## src/rtl/register_bank_8x_if.sv

```systemverilog
// Bundle between the register bank and its neighbours: ALU write-back,
// issue/decode operand selects, and the register outputs to the operand muxes.
interface register_bank_8x_if #(
  parameter int unsigned WORD_SIZE = 8
);

  // Write-back from the ALU output demux
  logic                 wr_en;
  logic [3:0]           wr_sel;
  logic [WORD_SIZE-1:0] wr_data;

  // Issue / decode
  logic                 issue_en;
  logic [3:0]           issue_sel;
  logic [2:0]           src_sel_a;
  logic [3:0]           src_sel_b;

  // Register contents to the side-A / side-B operand muxes
  logic [WORD_SIZE-1:0] q_a;
  logic [WORD_SIZE-1:0] q_b;
  logic [WORD_SIZE-1:0] q_c;
  logic [WORD_SIZE-1:0] q_d;
  logic [WORD_SIZE-1:0] q_e;
  logic [WORD_SIZE-1:0] q_f;
  logic [WORD_SIZE-1:0] q_g;
  logic [WORD_SIZE-1:0] q_h;

  // Scoreboard view
  logic [7:0]           pending;
  logic                 stall;

  // Pipeline side: drives write-back and issue, observes the bank
  modport master (
    output wr_en, wr_sel, wr_data,
    output issue_en, issue_sel, src_sel_a, src_sel_b,
    input  q_a, q_b, q_c, q_d, q_e, q_f, q_g, q_h,
    input  pending, stall
  );

  // Register bank side
  modport slave (
    input  wr_en, wr_sel, wr_data,
    input  issue_en, issue_sel, src_sel_a, src_sel_b,
    output q_a, q_b, q_c, q_d, q_e, q_f, q_g, q_h,
    output pending, stall
  );

endinterface

```

## src/rtl/register_bank_8x.sv

```systemverilog
// Eight-entry register bank (A..H) with a pending-write scoreboard and stall.
// Optional same-cycle write-back forwarding is enabled by defining
// REGBANK_BYPASS_EN; without it the outputs show the stored registers only.
module register_bank_8x #(
  parameter int unsigned WORD_SIZE = 8
) (
  input  logic             clk,
  input  logic             rst_n,
  register_bank_8x_if.slave bus
);

  localparam int unsigned NREG  = 8;
  localparam int unsigned SEL_W = 4;

  typedef logic [WORD_SIZE-1:0] word_t;

  word_t [NREG-1:0] regs_q;
  word_t [NREG-1:0] regs_d;
  word_t [NREG-1:0] q_view;
  logic  [NREG-1:0] pending_q;
  logic  [NREG-1:0] pending_d;
  logic  [NREG-1:0] wr_hit;
  logic  [NREG-1:0] set_hit;
  logic  [NREG-1:0] stall_mask;
  logic             dep_a;
  logic             dep_b;

  // One-hot decode of write-back target and issue destination; codes >= 8 hit nothing
  always_comb begin
    wr_hit  = '0;
    set_hit = '0;
    for (int i = 0; i < int'(NREG); i++) begin
      wr_hit[i]  = bus.wr_en    && (bus.wr_sel    == SEL_W'(i));
      set_hit[i] = bus.issue_en && (bus.issue_sel == SEL_W'(i));
    end
  end

  // Next state: write data into the target, issue sets pending with priority over clear
  always_comb begin
    regs_d    = regs_q;
    pending_d = pending_q;
    for (int i = 0; i < int'(NREG); i++) begin
      if (wr_hit[i]) begin
        regs_d[i] = bus.wr_data;
      end
      if (set_hit[i]) begin
        pending_d[i] = 1'b1;
      end else if (wr_hit[i]) begin
        pending_d[i] = 1'b0;
      end
    end
  end

  // State registers
  always_ff @(posedge clk or negedge rst_n) begin
    if (!rst_n) begin
      regs_q    <= '0;
      pending_q <= '0;
    end else begin
      regs_q    <= regs_d;
      pending_q <= pending_d;
    end
  end

`ifdef REGBANK_BYPASS_EN
  // Forward the write-back value and hide pending bits that retire this cycle,
  // unless the same register is being reissued right now
  always_comb begin
    q_view     = regs_q;
    stall_mask = pending_q & ~(wr_hit & ~set_hit);
    for (int i = 0; i < int'(NREG); i++) begin
      if (wr_hit[i]) begin
        q_view[i] = bus.wr_data;
      end
    end
  end
`else
  // No forwarding: outputs and stall use stored state only
  always_comb begin
    q_view     = regs_q;
    stall_mask = pending_q;
  end
`endif

  // Operand hazard check; side-B codes 8..15 (IMM8 / NC) never depend on a register
  always_comb begin
    dep_a = stall_mask[bus.src_sel_a];
    dep_b = 1'b0;
    if (!bus.src_sel_b[3]) begin
      dep_b = stall_mask[bus.src_sel_b[2:0]];
    end
  end

  assign bus.stall   = dep_a | dep_b;
  assign bus.pending = pending_q;

  assign bus.q_a = q_view[0];
  assign bus.q_b = q_view[1];
  assign bus.q_c = q_view[2];
  assign bus.q_d = q_view[3];
  assign bus.q_e = q_view[4];
  assign bus.q_f = q_view[5];
  assign bus.q_g = q_view[6];
  assign bus.q_h = q_view[7];

endmodule

```

## src/flat_wrapper.sv

```systemverilog
// flat-port wrapper written by rule: the top's interface ports become plain ports
module register_bank_8x_flat 
#(
  parameter int unsigned WORD_SIZE = 8
)
  (clk, rst_n, bus_wr_en, bus_wr_sel, bus_wr_data, bus_issue_en, bus_issue_sel, bus_src_sel_a, bus_src_sel_b, bus_q_a, bus_q_b, bus_q_c, bus_q_d, bus_q_e, bus_q_f, bus_q_g, bus_q_h, bus_pending, bus_stall);
  register_bank_8x_if #(.WORD_SIZE(WORD_SIZE)) bus_i ();
  input  logic clk;
  input  logic rst_n;
  input wire logic [$bits(bus_i.wr_en)-1:0] bus_wr_en;
  input wire logic [$bits(bus_i.wr_sel)-1:0] bus_wr_sel;
  input wire logic [$bits(bus_i.wr_data)-1:0] bus_wr_data;
  input wire logic [$bits(bus_i.issue_en)-1:0] bus_issue_en;
  input wire logic [$bits(bus_i.issue_sel)-1:0] bus_issue_sel;
  input wire logic [$bits(bus_i.src_sel_a)-1:0] bus_src_sel_a;
  input wire logic [$bits(bus_i.src_sel_b)-1:0] bus_src_sel_b;
  output wire logic [$bits(bus_i.q_a)-1:0] bus_q_a;
  output wire logic [$bits(bus_i.q_b)-1:0] bus_q_b;
  output wire logic [$bits(bus_i.q_c)-1:0] bus_q_c;
  output wire logic [$bits(bus_i.q_d)-1:0] bus_q_d;
  output wire logic [$bits(bus_i.q_e)-1:0] bus_q_e;
  output wire logic [$bits(bus_i.q_f)-1:0] bus_q_f;
  output wire logic [$bits(bus_i.q_g)-1:0] bus_q_g;
  output wire logic [$bits(bus_i.q_h)-1:0] bus_q_h;
  output wire logic [$bits(bus_i.pending)-1:0] bus_pending;
  output wire logic [$bits(bus_i.stall)-1:0] bus_stall;
  assign bus_i.wr_en = bus_wr_en;
  assign bus_i.wr_sel = bus_wr_sel;
  assign bus_i.wr_data = bus_wr_data;
  assign bus_i.issue_en = bus_issue_en;
  assign bus_i.issue_sel = bus_issue_sel;
  assign bus_i.src_sel_a = bus_src_sel_a;
  assign bus_i.src_sel_b = bus_src_sel_b;
  assign bus_q_a = bus_i.q_a;
  assign bus_q_b = bus_i.q_b;
  assign bus_q_c = bus_i.q_c;
  assign bus_q_d = bus_i.q_d;
  assign bus_q_e = bus_i.q_e;
  assign bus_q_f = bus_i.q_f;
  assign bus_q_g = bus_i.q_g;
  assign bus_q_h = bus_i.q_h;
  assign bus_pending = bus_i.pending;
  assign bus_stall = bus_i.stall;
  register_bank_8x #(.WORD_SIZE(WORD_SIZE)) u_core (.clk(clk), .rst_n(rst_n), .bus(bus_i));
endmodule
```

## config.mk

```make
export PLATFORM = sky130hd
export DESIGN_NAME = register_bank_8x_flat
export DESIGN_NICKNAME = d
export VERILOG_FILES = /design/src/rtl/register_bank_8x_if.sv /design/src/rtl/register_bank_8x.sv /design/src/flat_wrapper.sv
export SDC_FILE = /design/constraint.sdc
export NUM_CORES = 1
export LEC_CHECK = 0
export CAP_MARGIN = 30
export CORE_MARGIN = 2
export CORE_UTILIZATION = 48
export CTS_BUF_LIST = sky130_fd_sc_hd__clkbuf_16
export CTS_CLUSTER_SIZE = 12
export DETAILED_ROUTE_END_ITERATION = 6
export PLACE_DENSITY = 0.84
export SLEW_MARGIN = 10
export SYNTH_ARGS = -nofsm -noshare
export SYNTH_HDL_FRONTEND = slang
export SYNTH_SLANG_ARGS = --single-unit
```

## constraint.sdc

```tcl
create_clock -name clk -period 4.9 [get_ports clk]
set_input_delay 1.47 -clock clk [delete_from_list [all_inputs] [get_ports clk]]
set_output_delay 1.47 -clock clk [all_outputs]
set_load 0.01 [all_outputs]
```

==> impl_results.md <==
- Status: finished clean
- Critical path arrival: about 3.3 ns
- Tot GR Track Use: a little over a fifth
- Register area: 1802 sq um
- Minimum clock period: around 4.7 ns
- Min-delay src: u_core.bus.q_c[2]
- Vias in the first global route: 2004
- Row cnt: 28
- Layout fillers: 417
- Cell area after synthesis: 2913 sq um
- Setup crit start kind: primary input
- Io pins: 100
- Vias/cell: 5.412
- R2r setup slk: 4.12 ns
- Aggregate global routing overflow: 0
- Area after DPL: approximately 4000 sq um
- Skew-Pair Late Insertion Delay: 0.31 ns
- H-tree depth: 3
- Area of the multi-input gates: 1074 sq um
- CP required: 3.43 ns
- Complex-gate fraction of the synthesized area: approximately 3%
- Met3 WL: 581 microns
- Final Wtd Congestion: 0.7735
- Final WL: around 6.7 mm
- RSZ-0062 raised after global routing: no
- Setup TNS: 0 ns
- Max FO, Critical Path: 3
- Register area share after synthesis: 61.86%
- Main combinational cell family by area after synthesis: multiplexers
- Post-synth top area share: 61.86%
- Final hold viol count: 0
- Simple-gate share of the synthesized area: under 10%
- Via count: 1970
- Clock sink count: 72
- Sw frac: 25.44%
- Finished Cell Area: 4249 sq um
- #FFs+latches synth: a little over 70
- Hold-fix buffers, CTS: 0
- R2R depth: 1
- Clock share of power: 28.0%
- Switch Pwr: 487.0 uW
- Die area: 6708 sq um
- Mux cell area share after synthesis: 27.79%
- Routed WL per cell: 18.49 microns
- Uppermost layer routed: met4
- Area growth, synth to finish: 45.88%
- Slew @ Worst Pin: 0.6740 ns
- Fin nets: between 300 and 400
- CTS Buf Count: 9
- Synth Warn #: 0
- Ranking of synthesized cells by area: dfrtp_1 (62%), mux2_2 (25%), mux4_2 (2.3%)
- Final Core Density: between 70% and 80%
- CTS Root Cell: clkbuf_16
- Final setup viols: 0
- Met2 routed WL: around 3.3 mm
- HP Class: register to register
- Syn avg cell area: 16.36 sq um
- Static Leak: 1.840 nW
- Reg-to-Reg End: u_core.bus.q_e[4]
- Unique cell type count in the Yosys netlist: 24
- Maximum VDD drop: between 300 and 400 uV
- Post-cts sizing count: 0
- Post-synth top area cell: dfrtp_1
- Commonest non-fill, non-tap cells in the layout: clkdlybuf4s50_1 (98), dfrtp_1 (72), mux2_2 (65), clkbuf_16 (9), inv_1 (7)
- Met1 Routed Length: 2.796 mm
- Crit Path Category: primary input to output pin
- Initial antenna violation count: 0
- Post-DP HPWL: 4.474 mm
- DRC: 0
- Synth Area in XOR/XNOR: 0%
- Fin crit share: between 90% and 100%
- Syn Inst Count: 178
- Dpl ws: 0.1658 ns
- Critical R2R Launch: u_core.bus.q_e[4]
- Worst Skew: 0 ns
- Final WS setup: 0.1761 ns
- Power Dens Cells: 450.6 nW/um^2
- Post-CTS Setup Inserts: 0
- Hold depth: 1
- Reg power frac: 42.4%
- Internal: 1.428 mW
- Post-DRT Antenna Nets: 0
- # Max-Cap Violations: 0
- Clock transition at path regs: 0.05 ns
- Core area: between 5000 and 6000 sq um
- Layout cells sized above 1: 30.45%
- Fin. max-slew vios: 0
- Initial Utilization: about half
- Diode count: 0
- Clock Tree Buf Depth: 2
- Crit end category: output pin
- DRT iter0 DRCs: 55
- Worst hold margin: between 0.5 and 0.6 ns
- Commonest non-fill, non-tap cell in the layout: clkdlybuf4s50_1
- WHS Endpoint: u_core.bus.q_c[2]
- Rel. slew slack: 55.07%
- Die width: between 80 and 90 microns
- Area share of fa/ha/maj cells after synthesis: 0%
- Die Height: 81.90 microns
- Drt pass-1 iters: 4
- Comb power frac: between 20 and 30%
- Net Count, Synth: 205
- PortBufs: 99
- Fmax: 211.7 MHz
- Largest net degree at the start of global routing: 73
- First-pass GRT wire length: 10.27 mm
- CTS tree: built
[sequential cells by signal (all words and copies together), names as in the netlist]
signal,count
u_core.bus.q_a,8
u_core.bus.pending,8
u_core.bus.q_c,8
u_core.bus.q_h,8
u_core.bus.q_b,8
u_core.bus.q_e,8
u_core.bus.q_d,8
u_core.bus.q_g,8
u_core.bus.q_f,8
[through the flow]
step	total power, mW	instances
after global routing	2.013	364
after floorplan	1.027	178
final	1.915	364
after CTS	1.933	363
after global placement	1.376	350
after detailed placement	1.390	350
[how the worst max path moves through the flow]
| stage | from | end |
|---|---|---|
| 2_1_floorplan | bus_src_sel_b[1] | bus_stall |
| 3_3_place_gp | bus_src_sel_a[0] | bus_stall |
| 3_5_place_dp | bus_src_sel_b[1] | bus_stall |
| 4_1_cts | bus_src_sel_a[0] | bus_stall |
| 5_1_grt | bus_src_sel_b[1] | bus_stall |
| 6_report | bus_src_sel_b[1] | bus_stall |
[worst max-delay path: stages]
cell and delay, ns:
clkdlybuf4s50_1 0.46, mux4_2 0.34, nor2_1 0.04, o41ai_1 0.35
clkdlybuf4s50_1 0.59
[per-layer routing]
metal	global-route usage [%]	vias up
li1	-	879
met1	27.17	1005
met2	34.80	80
met3	6.264	6
met4	8.000	0
met5	0	-
[logic make-up (layout without fill, tap and decap cells)]
logic type	after synthesis	after routing
AO/OA/AOI/OAI	10	10
flip-flops	72	72
buffers and inverters	8	119
multiplexers	69	69
AND/OR/NAND/NOR	19	19
[area by class of cell]
class	instances	area share (%)
well taps	75	2.208
repair buffers	100	23.91
clock buffers	9	5.300
multi-input cells	98	25.26
clock inverters	4	0.3828
flip-flops and latches	72	42.40
inverters	6	0.5300
[cell usage after synthesis]
master and n:
o41ai_1 1, o21ai_0 1, and3b_2 1, buf_4 2, dfrtp_1 72, nand2_1 2, and3_1 2, o32ai_1 3
nor3b_4 3, mux2i_1 1, nand3_1 1, inv_1 6, a21o_1 1, nor3b_1 2, o2111a_1 1, nand3b_2 2
mux2_2 65, nor3_1 1, nand3b_4 1, mux4_2 3, nand2_2 1, nand3b_1 1, a32o_1 3, nor2_1 2
[power by group through the flow]
stage                     registers (mW)  logic, mW  clock network, mW
after global placement             0.816      0.560                  0
final                              0.813      0.566              0.536
after floorplan                    0.878      0.149                  0
after global routing               0.831      0.606              0.576
after detailed placement           0.820      0.569                  0
after CTS                          0.813      0.571              0.550
(Power assumes the default switching activity.)
